## config.mk

```make
export PLATFORM = sky130hd
export DESIGN_NAME = sd_cmd_engine
export DESIGN_NICKNAME = d
export VERILOG_FILES = /design/src/rtl/sd_cmd_engine.sv
export SDC_FILE = /design/constraint.sdc
export NUM_CORES = 1
export LEC_CHECK = 0
export CORE_MARGIN = 4
export CORE_UTILIZATION = 50
export DETAILED_ROUTE_END_ITERATION = 8
export GPL_ROUTABILITY_DRIVEN = 0
export GPL_TIMING_DRIVEN = 0
export HOLD_SLACK_MARGIN = 0.08
export PLACE_DENSITY = 0.83
export SLEW_MARGIN = 25
export SYNTH_ARGS = -nofsm -noshare
export SYNTH_HDL_FRONTEND = slang
export SYNTH_SLANG_ARGS = --single-unit
```

## constraint.sdc

```tcl
create_clock -name clk -period 2.8 [get_ports clk]
set_input_delay 0.56 -clock clk [delete_from_list [all_inputs] [get_ports clk]]
set_output_delay 0.56 -clock clk [all_outputs]
set_load 0.03 [all_outputs]
```

## src/rtl/sd_cmd_engine.sv

```systemverilog
// SD CMD-line engine: sends a 48-bit command with CRC7, then captures/checks the 48-bit response or times out.
// Bit timing comes only from tx/rx strobes; cmd_ready is low from accept until NCC_CLKS tx_strobes after completion.
module sd_cmd_engine #(
    parameter int TIMEOUT_CLKS = 64,
    parameter int NCC_CLKS     = 8
) (
    input  logic        clk,
    input  logic        reset_n,
    input  logic        tx_strobe,
    input  logic        rx_strobe,
    input  logic        cmd_valid,
    output logic        cmd_ready,
    input  logic [5:0]  cmd_index,
    input  logic [31:0] cmd_arg,
    input  logic [1:0]  resp_type,
    output logic        cmd_out,
    output logic        cmd_oe,
    input  logic        cmd_in,
    output logic        resp_valid,
    output logic [5:0]  resp_index,
    output logic [31:0] resp_arg,
    output logic        resp_err,
    output logic        resp_timeout
);

    localparam int CNT_MAX = (TIMEOUT_CLKS > NCC_CLKS)
                           ? ((TIMEOUT_CLKS > 48) ? TIMEOUT_CLKS : 48)
                           : ((NCC_CLKS > 48) ? NCC_CLKS : 48);
    localparam int CNT_W = $clog2(CNT_MAX + 1);

    localparam logic [CNT_W-1:0] BIT_CRC  = CNT_W'(40);
    localparam logic [CNT_W-1:0] BIT_END  = CNT_W'(47);
    localparam logic [CNT_W-1:0] BIT_REL  = CNT_W'(48);
    localparam logic [CNT_W-1:0] TO_LAST  = CNT_W'(TIMEOUT_CLKS - 1);
    localparam logic [CNT_W-1:0] NCC_LAST = CNT_W'(NCC_CLKS - 1);

    typedef enum logic [2:0] {
        S_IDLE,
        S_TX,
        S_WAIT,
        S_RX,
        S_RECOVER
    } state_t;

    state_t           state_q, state_d;
    logic [CNT_W-1:0] cnt_q, cnt_d;
    logic [39:0]      sr_q, sr_d;
    logic [6:0]       crc_q, crc_d;
    logic [6:0]       rcrc_q, rcrc_d;
    logic [1:0]       type_q, type_d;
    logic [5:0]       idx_q, idx_d;
    logic             cmd_out_q, cmd_out_d;
    logic             cmd_oe_q, cmd_oe_d;
    logic             resp_valid_q, resp_valid_d;
    logic [5:0]       resp_index_q, resp_index_d;
    logic [31:0]      resp_arg_q, resp_arg_d;
    logic             resp_err_q, resp_err_d;
    logic             resp_timeout_q, resp_timeout_d;

    function automatic logic [6:0] crc7_next(input logic [6:0] c, input logic b);
        logic fb;
        fb = b ^ c[6];
        return {c[5:0], 1'b0} ^ (fb ? 7'h09 : 7'h00);
    endfunction

    always_comb begin
        state_d        = state_q;
        cnt_d          = cnt_q;
        sr_d           = sr_q;
        crc_d          = crc_q;
        rcrc_d         = rcrc_q;
        type_d         = type_q;
        idx_d          = idx_q;
        cmd_out_d      = cmd_out_q;
        cmd_oe_d       = cmd_oe_q;
        resp_valid_d   = 1'b0;
        resp_index_d   = resp_index_q;
        resp_arg_d     = resp_arg_q;
        resp_err_d     = resp_err_q;
        resp_timeout_d = resp_timeout_q;

        case (state_q)
            S_IDLE: begin
                if (cmd_valid) begin
                    idx_d   = cmd_index;
                    type_d  = resp_type;
                    sr_d    = {2'b01, cmd_index, cmd_arg};
                    crc_d   = 7'h00;
                    cnt_d   = '0;
                    state_d = S_TX;
                end
            end
            S_TX: begin
                if (tx_strobe) begin
                    cnt_d = cnt_q + 1'b1;
                    if (cnt_q < BIT_CRC) begin
                        cmd_oe_d  = 1'b1;
                        cmd_out_d = sr_q[39];
                        sr_d      = {sr_q[38:0], 1'b0};
                        crc_d     = crc7_next(crc_q, sr_q[39]);
                    end else if (cnt_q < BIT_END) begin
                        cmd_out_d = crc_q[6];
                        crc_d     = {crc_q[5:0], 1'b0};
                    end else if (cnt_q == BIT_END) begin
                        cmd_out_d = 1'b1;
                    end else begin
                        cmd_oe_d  = 1'b0;
                        cmd_out_d = 1'b1;
                        cnt_d     = '0;
                        crc_d     = 7'h00;
                        if (type_q == 2'b00) begin
                            resp_valid_d   = 1'b1;
                            resp_err_d     = 1'b0;
                            resp_timeout_d = 1'b0;
                            state_d        = S_RECOVER;
                        end else begin
                            state_d = S_WAIT;
                        end
                    end
                end
            end
            S_WAIT: begin
                if (rx_strobe) begin
                    if (!cmd_in) begin
                        // Start bit is a zero, so it leaves the zero-seeded CRC untouched.
                        cnt_d   = CNT_W'(1);
                        state_d = S_RX;
                    end else if (cnt_q == TO_LAST) begin
                        cnt_d          = '0;
                        resp_valid_d   = 1'b1;
                        resp_err_d     = 1'b0;
                        resp_timeout_d = 1'b1;
                        state_d        = S_RECOVER;
                    end else begin
                        cnt_d = cnt_q + 1'b1;
                    end
                end
            end
            S_RX: begin
                if (rx_strobe) begin
                    cnt_d = cnt_q + 1'b1;
                    if (cnt_q < BIT_CRC) begin
                        sr_d  = {sr_q[38:0], cmd_in};
                        crc_d = crc7_next(crc_q, cmd_in);
                    end else if (cnt_q < BIT_END) begin
                        rcrc_d = {rcrc_q[5:0], cmd_in};
                    end else begin
                        // sr_q[38] is the transmission bit, [37:32] index, [31:0] argument.
                        resp_err_d = !cmd_in || sr_q[38] ||
                                     ((type_q != 2'b10) &&
                                      ((rcrc_q != crc_q) || (sr_q[37:32] != idx_q)));
                        resp_index_d   = sr_q[37:32];
                        resp_arg_d     = sr_q[31:0];
                        resp_timeout_d = 1'b0;
                        resp_valid_d   = 1'b1;
                        cnt_d          = '0;
                        state_d        = S_RECOVER;
                    end
                end
            end
            S_RECOVER: begin
                if (tx_strobe) begin
                    if (cnt_q == NCC_LAST) begin
                        cnt_d   = '0;
                        state_d = S_IDLE;
                    end else begin
                        cnt_d = cnt_q + 1'b1;
                    end
                end
            end
            default: begin
                state_d = S_IDLE;
                cnt_d   = '0;
            end
        endcase
    end

    always_ff @(posedge clk or negedge reset_n) begin
        if (!reset_n) begin
            state_q        <= S_IDLE;
            cnt_q          <= '0;
            sr_q           <= '0;
            crc_q          <= '0;
            rcrc_q         <= '0;
            type_q         <= '0;
            idx_q          <= '0;
            cmd_out_q      <= 1'b1;
            cmd_oe_q       <= 1'b0;
            resp_valid_q   <= 1'b0;
            resp_index_q   <= '0;
            resp_arg_q     <= '0;
            resp_err_q     <= 1'b0;
            resp_timeout_q <= 1'b0;
        end else begin
            state_q        <= state_d;
            cnt_q          <= cnt_d;
            sr_q           <= sr_d;
            crc_q          <= crc_d;
            rcrc_q         <= rcrc_d;
            type_q         <= type_d;
            idx_q          <= idx_d;
            cmd_out_q      <= cmd_out_d;
            cmd_oe_q       <= cmd_oe_d;
            resp_valid_q   <= resp_valid_d;
            resp_index_q   <= resp_index_d;
            resp_arg_q     <= resp_arg_d;
            resp_err_q     <= resp_err_d;
            resp_timeout_q <= resp_timeout_d;
        end
    end

    assign cmd_ready    = (state_q == S_IDLE);
    assign cmd_out      = cmd_out_q;
    assign cmd_oe       = cmd_oe_q;
    assign resp_valid   = resp_valid_q;
    assign resp_index   = resp_index_q;
    assign resp_arg     = resp_arg_q;
    assign resp_err     = resp_err_q;
    assign resp_timeout = resp_timeout_q;

endmodule

```

==> results of run 1 <==
==> what timing repair did <==
action,4_1_cts,5_1_grt
endpoints found under the setup margin,1,4
resized for setup,2,2
endpoints found under the hold margin,38,0
hold buffers,1,0
==> layout by cell type (no fill, tap or decap), drive strengths merged, types with 5 or more instances in the layout <==
master,n
a21oi,5
and2,5
buf,14
clkbuf,34
clkdlybuf4s50,87
dfrtp,114
inv,12
mux2,57
mux2i,43
nand2,63
nand3,6
nand4,6
nor2,16
nor3,6
o21ai,55
xnor2,15
==> logic make-up after synthesis <==
logic type / after synthesis / synth area share [%]
xor+xnor: 18 / 2.93
simple gates: 121 / 10.6
mux: 100 / 20.1
buf+inv: 35 / 2.74
compound gates: 84 / 9.93
flops: 115 / 53.5
fa+ha+maj: 1 / 0.232
==> cell type report <==
class | count | area (um^2) | area share (%)
Clock inverter | 13 | 196 | 2.75
Multi-Input combinational cell | 324 | 2370 | 33.2
Tap cell | 136 | 170 | 2.39
Timing Repair Buffer | 91 | 928 | 13.0
Inverter | 8 | 30.0 | 0.421
Buffer | 27 | 118 | 1.65
Clock buffer | 19 | 442 | 6.19
Sequential cell | 115 | 2880 | 40.4
==> routing by layer <==
layer / global-route usage [%] / up-vias / share of wire [%]
li1: - / 1899 / -
met1: 28.7 / 2095 / 41
met2: 38.4 / 185 / 50
met3: 6.90 / 20 / 7.7
met4: 6.49 / 0 / 1.2
met5: 0 / - / 0
==> flip-flops by register name, indices dropped and copies added, names as in the netlist <==
register,flops
resp_err,1
cmd_oe,1
crc_q,7
cmd_out,1
state_q,3
idx_q,6
type_q,2
resp_valid,1
resp_timeout,1
rcrc_q,7
sr_q,40
cnt_q,7
resp_arg,32
resp_index,6
==> worst max path at each step <==
stage	from	slack (ns)	endpoint	cells after the start
floorplan	state_q[0]	0.31	idx_q[0]	6
global placement	reset_n	-3.16	resp_arg[8]	1
detailed placement	tx_strobe	-0.11	sr_q[38]	7
CTS	cnt_q[4]	0.17	resp_index[4]	7
global route	cnt_q[5]	0.1	sr_q[0]	7
finish	state_q[2]	0.22	cmd_ready	3
==> power breakdown <==
| part | internal, mW | switching (mW) |
|---|---|---|
| Combinational | 0.900 | 1.26 |
| Clock | 1.51 | 0.819 |
| Sequential | 2.08 | 0.371 |
| Total | 4.49 | 2.45 |
==> through the flow <==
step	std cells	setup TNS [ns]
after floorplan	474	0
final	733	0
after global routing	733	0
after detailed placement	700	-0.808
after global placement	699	-360.85
after CTS	733	0
==> worst max-delay path, cell delays in order, from the launching register on <==
cell	delay [ns]
dfrtp_1	0.45
clkbuf_1	0.25
nor3_2	0.36
dlygate4sd2_1	0.44
==> summary.txt, run 1 <==
Status
  • Outcome: completed

Floorplanning
  • DIE WIDTH: 112 um
  • Core area: 10,400 um^2
  • Std cell rows: 37
  • Die Height: 112 um
  • Initial Utilization: 51.7%
  • Boundary Pins: 90
  • Die area: 12,500 um^2

Global route
  • Vias in the first global route: 4,595
  • First-pass GRT wire length: 23.1 mm
  • Largest net degree at the start of global routing: 77
  • Gr ovfl total: 0
  • GR Util All Layers: 22.9%
  • Number of antenna violations at the first check in global routing: 0

STA
  • Final setup fails: 0
  • Tmin final: 2.58 ns
  • F_max: 388 MHz
  • Final WS setup: 0.223 ns
  • Worst Tran Pin Value: 0.851 ns
  • Hold WS: 0.478 ns
  • Period Utilization, post-route: 92.0%
  • Clock skew: 0.00672 ns
  • Hold Fails Final Rpt: 0
  • RSZ-0062 raised after global routing: no
  • Slew headroom: 42.9%
  • Max Slew Vio Count: 0

Logic synthesis
  • Post-Syn Area: 5380 um^2
  • Yosys top cell area share: 53.0%
  • YS warnings: 0
  • Synth cell count leaders: 114 x dfrtp_1, 63 x nand2_1, 55 x mux2_2, 54 x o21ai_0, 43 x mux2i_1
  • Syn nets: 521
  • Register bit total from synthesis: 115
  • Number of synthesized flops with an enable pin: 0
  • Post-synthesis cell type count: 48
  • Syn Inst Count: 474
  • Syn avg cell area: 11.4 um^2
  • Top_reg_cell synth: dfrtp_1
  • Top-count cell post-synth: dfrtp_1
  • Largest cells by area after synthesis: dfrtp_1 53%, mux2_2 12%, mux2i_1 8.0%
  • Yosys top cell by area: dfrtp_1
  • FFs w/ async S/R, synth: 100%
  • Seq/Total Area, Yosys: 53.5%

Critical path
  • CP required: 2.24 ns
  • Crit Path Max Fanout: 10
  • WS Path Type: flip-flop to output port
  • Worst r2r src: state_q[2]
  • R2R Path End: sr_q[38]
  • WP data arrival: 2.02 ns
  • Crit end category: output port
  • Reg2Reg Setup Slack: 0.29 ns
  • R2R depth: 6
  • Startpoint types: flip-flop

Final layout
  • Fin nets: 631
  • Share of cells above drive strength 1: 18.3%
  • Design area: 7130 um^2
  • Fill count: 708
  • Final Core Density: 68.5%
  • ANT cells: 0
  • Synth-to-Final Area Change: 32.5%

CTS
  • Clock slew seen by the registers of the worst setup and hold paths: 0.06 ns
  • Maximum clock insertion buffer count: 2
  • CTS tree: built
  • Clock sink count: 115
  • Post-CTS setup buffers: 0
  • CTS Buf Count: 17
  • Clock tree root driver cell: clkbuf_8
  • H-tree levels: 4
  • Skew-Pair Late Insertion Delay: 0.52 ns

Route
  • Avg Vias per Cell: 5.73
  • Iteration-0 DRC Markers: 274
  • Vias: 4,199
  • Routed wire per std cell: 18.6 um
  • Antenna viol nets, final: 0
  • Drt drc: 0
  • Drt total wl: 13.7 mm
  • DRT Pass-1 Iters: 5

Min path
  • Hold path start: cmd_out
  • Hold path cells: 2
  • Worst Hold Class: flip-flop to flip-flop
  • Hold EP: cmd_out

Placement
  • # port buffers: 89
  • Post-DP Area: 6470 um^2
  • Post-DP HPWL: 9.06 mm
  • Place WS: -0.106 ns

Pwr
  • Peak VDD IR: 0.565 mV
  • Power per cell area: 974 nW/um^2
  • Leakage power total: 3.20 nW
  • Pwr Total: 6.95 mW

Job
  • MaxCap Viol Count: 0
(Power assumes the default switching activity.)
==> inputs of run 2 (changes only) <==
- clock period: 2.8 -> 2.72 ns (I/O delays scaled with it)
==> results of run 2 <==
The final DEF is identical to that of run 1. Status: completed.
Main changes from that run: setup slack after placement -0.106 ns -> -0.170 ns; setup slack after layout 0.223 ns -> 0.159 ns; register-to-register setup slack 0.29 ns -> 0.21 ns; total power 6.95 mW -> 7.15 mW; worst IR drop on VDD 0.565 mV -> 0.582 mV
==> inputs of run 3 (changes only) <==
- MAX_ROUTING_LAYER: not set -> met4
- PLACE_DENSITY: 0.83 -> 0.75
- clock period: 2.72 -> 2.4 ns (I/O delays scaled with it)
==> run 3 against run 2 <==
Compared with the run above: combinational power increased by 15%; die area unchanged; clock power increased by 15%; sequential share of layout area decreased by 0.61 points; first-iteration DRC count increased by 0.73%.
==> summary.txt, run 3 (synthesized netlist as in run 1, its figures left out) <==
STA
  • Hold WS: 0.467 ns (-0.0113 ns)
  • Final WS setup: 0.0498 ns
  • Max Slew Vio Count: 0 (unchanged)
  • Final setup fails: 0 (unchanged)
  • RSZ-0062 raised after global routing: yes
  • Slew headroom: 49.7% (+6.8 points)
  • F_max: 425 MHz
  • Worst Tran Pin Value: 0.755 ns (-0.0963 ns)
  • Tmin final: 2.35 ns
  • Clock skew: 0.0106 ns (+0.00388 ns)
  • Hold Fails Final Rpt: 0 (unchanged)
  • Period Utilization, post-route: 97.9%

Final layout
  • Final Core Density: 69.5% (+1.1 points)
  • Fin nets: 637 (+0.95%)
  • Reg area: 2880 um^2 (about the same)
  • Share of cells above drive strength 1: 20.4% (+2.1 points)
  • Multi-input gate area: 2400 um^2 (+1.5%)
  • Design area: 7240 um^2 (+1.6%)
  • Synth-to-Final Area Change: 34.6%
  • Fin cells: 739 (+0.82%)
  • Commonest non-fill, non-tap cell in the layout: dfrtp_1
  • Number of flip-flops in the largest register: 40 (unchanged)
  • ANT cells: 0 (unchanged)
  • Fill count: 796 (+12%)
  • Most frequent cells in the layout: 113 x dfrtp_1, 87 x clkdlybuf4s50_1, 63 x nand2_1
  • Top reg by flops: sr_q

Pwr
  • Seq pwr share: 34.9% (-0.5 points)
  • Clock power share: 33.7% (+0.2 points)
  • Sw frac: 33.3%
  • Power per cell area: 1130 nW/um^2
  • Combinational Power Share: 31.4% (+0.3 points)
  • Leakage power total: 3.27 nW (+2.0%)
  • Peak VDD IR: 0.886 mV
  • Power Internal: 5.44 mW
  • Sw power: 2.71 mW

Route
  • DRT Pass-1 Iters: 5 (unchanged)
  • Antenna viol nets, final: 0 (unchanged)
  • Avg Vias per Cell: 5.54 (-3.2%)
  • Vias: 4,096 (-2.5%)
  • Drt drc: 0 (unchanged)
  • Drt total wl: 12.9 mm (-5.6%)
  • Iteration-0 DRC Markers: 276 (+0.73%)
  • Routed wire per std cell: 17.4 um (-6.4%)

Global route
  • Vias in the first global route: 4,358 (-5.2%)
  • Largest net degree at the start of global routing: 67 (-13%)
  • Gr ovfl total: 0 (unchanged)
  • GR Util All Layers: 22.5% (-0.34 points)
  • Number of antenna violations at the first check in global routing: 0 (unchanged)
  • First-pass GRT wire length: 21.8 mm (-5.4%)

Critical path
  • Critical Path, Cell by Cell: buf_6 > or4_4 > o211ai_4 > o211ai_4 > a2111oi_4 > buf_4 > mux2_4
  • Critical path's largest stage delay: 0.54 ns (+0.09 ns)
  • Crit end category: flip-flop
  • CP required: 2.82 ns
  • Startpoint types: flip-flop
  • WP data arrival: 2.77 ns (+0.75 ns)
  • WS Path Type: flip-flop to flip-flop
  • Crit Path Max Fanout: 8 (-2)
  • Crit-path most repeated cell: o211ai_4
  • Slowest CP cell: or4_4

CTS
  • H-tree levels: 4 (unchanged)
  • Clock tree root driver cell: clkbuf_8
  • Clock sink count: 115 (unchanged)
  • Skew-Pair Late Insertion Delay: 0.54 ns (+0.02 ns)
  • Maximum clock insertion buffer count: 2 (unchanged)
  • CTS Buf Count: 17 (unchanged)
  • CTS tree: built
  • Clock slew seen by the registers of the worst setup and hold paths: 0.06 ns (about the same)

Min path
  • Worst Hold Class: primary input to async pin

Floorplanning
  • Std cell rows: 37 (unchanged)
  • Die area: 12,500 um^2 (unchanged)
  • Die Height: 112 um (unchanged)
  • Initial Utilization: 51.7% (unchanged)
  • Core area: 10,400 um^2 (unchanged)
  • Boundary Pins: 90 (unchanged)
  • DIE WIDTH: 112 um (unchanged)

Placement
  • Dpl cells: 700 (unchanged)
  • Post-DP HPWL: 8.75 mm (-3.4%)
  • Place WS: -0.321 ns
  • Post-DP Area: 6480 um^2 (about the same)
  • # port buffers: 89 (unchanged)

Job
  • MaxCap Viol Count: 0 (unchanged)

Status
  • Outcome: completed
run 3: cell count changes in the layout (fill, tap and decap cells not counted), moves of 2 or more:
cell	change
clkbuf_8	+5
clkinv_4	-2
buf_4	+7
clkbuf_2	+3
clkbuf_1	-4
inv_6	-4
buf_2	-3
a211oi_2	+2
clkinvlp_4	-2
clkinv_2	+3
clkbuf_4	+2
a211oi_1	-2
run 3: metrics by stage:
| step | TNS [ns] | power [mW] |
|---|---|---|
| 2_1_floorplan | 0 | 4.55 |
| 3_3_place_gp | -412.68 | 5.19 |
| 3_5_place_dp | -13.46 | 5.30 |
| 4_1_cts | 0 | 8.09 |
| 5_1_grt | -2.66 | 8.64 |
| 6_report | 0 | 8.16 |
run 3: timing repair:
item | CTS | global route
setup buffers | 2 | 5
pin swaps | 2 | 4
hold buffers | 1 | 0
endpoints found under the setup margin | 13 | 54
gates resized for setup | 8 | 13
endpoints found under the hold margin | 48 | 0
run 3: final timing paths:
kind	cells past startpoint	slack [ns]	start	endpoint
worst min register to register	2	0.48	cmd_out	cmd_out
max in group asynchronous	3	1.25	reset_n	cnt_q[4]
worst min-delay path	2	0.47	reset_n	cnt_q[0]
worst max register to register	7	0.05	cnt_q[3]	state_q[0]
min in group clk	2	0.48	cmd_out	cmd_out
worst max-delay path	7	0.05	cnt_q[3]	state_q[0]
run 3: layout make-up:
class                      count  area share [%]
buffer                        26            1.68
clock buffer                  24            7.05
clock inverter                 8            1.99
inverter                       8           0.415
multi-input combinational    324            33.2
sequential                   115            39.8
tap                          136            2.35
timing repair buffer          98            13.6
run 3: routing by layer:
metal	vias up	routed length [um]	global-route usage, %
li1	1909	-	-
met1	1997	5580	27.9
met2	159	5980	32.9
met3	31	1050	8.91
met4	0	284	9.57
met5	-	0	-
run 3: critical path: cells and delay by family (launching register included):
family,cells,cell delay [ns]
AO/OA/AOI/OAI,3,0.70
buffers and inverters,2,0.33
flip-flops,1,0.37
multiplexers,1,0.29
AND/OR/NAND/NOR,1,0.54
run 3: power by group through the flow:
stage                     clock network, mW  registers (mW)  logic, mW
after floorplan                           0            2.76       1.79
after global placement                    0            2.84       2.35
after detailed placement                  0            2.86       2.44
after CTS                              2.78            2.84       2.47
after global routing                   2.89            2.91       2.85
final                                  2.75            2.85       2.56
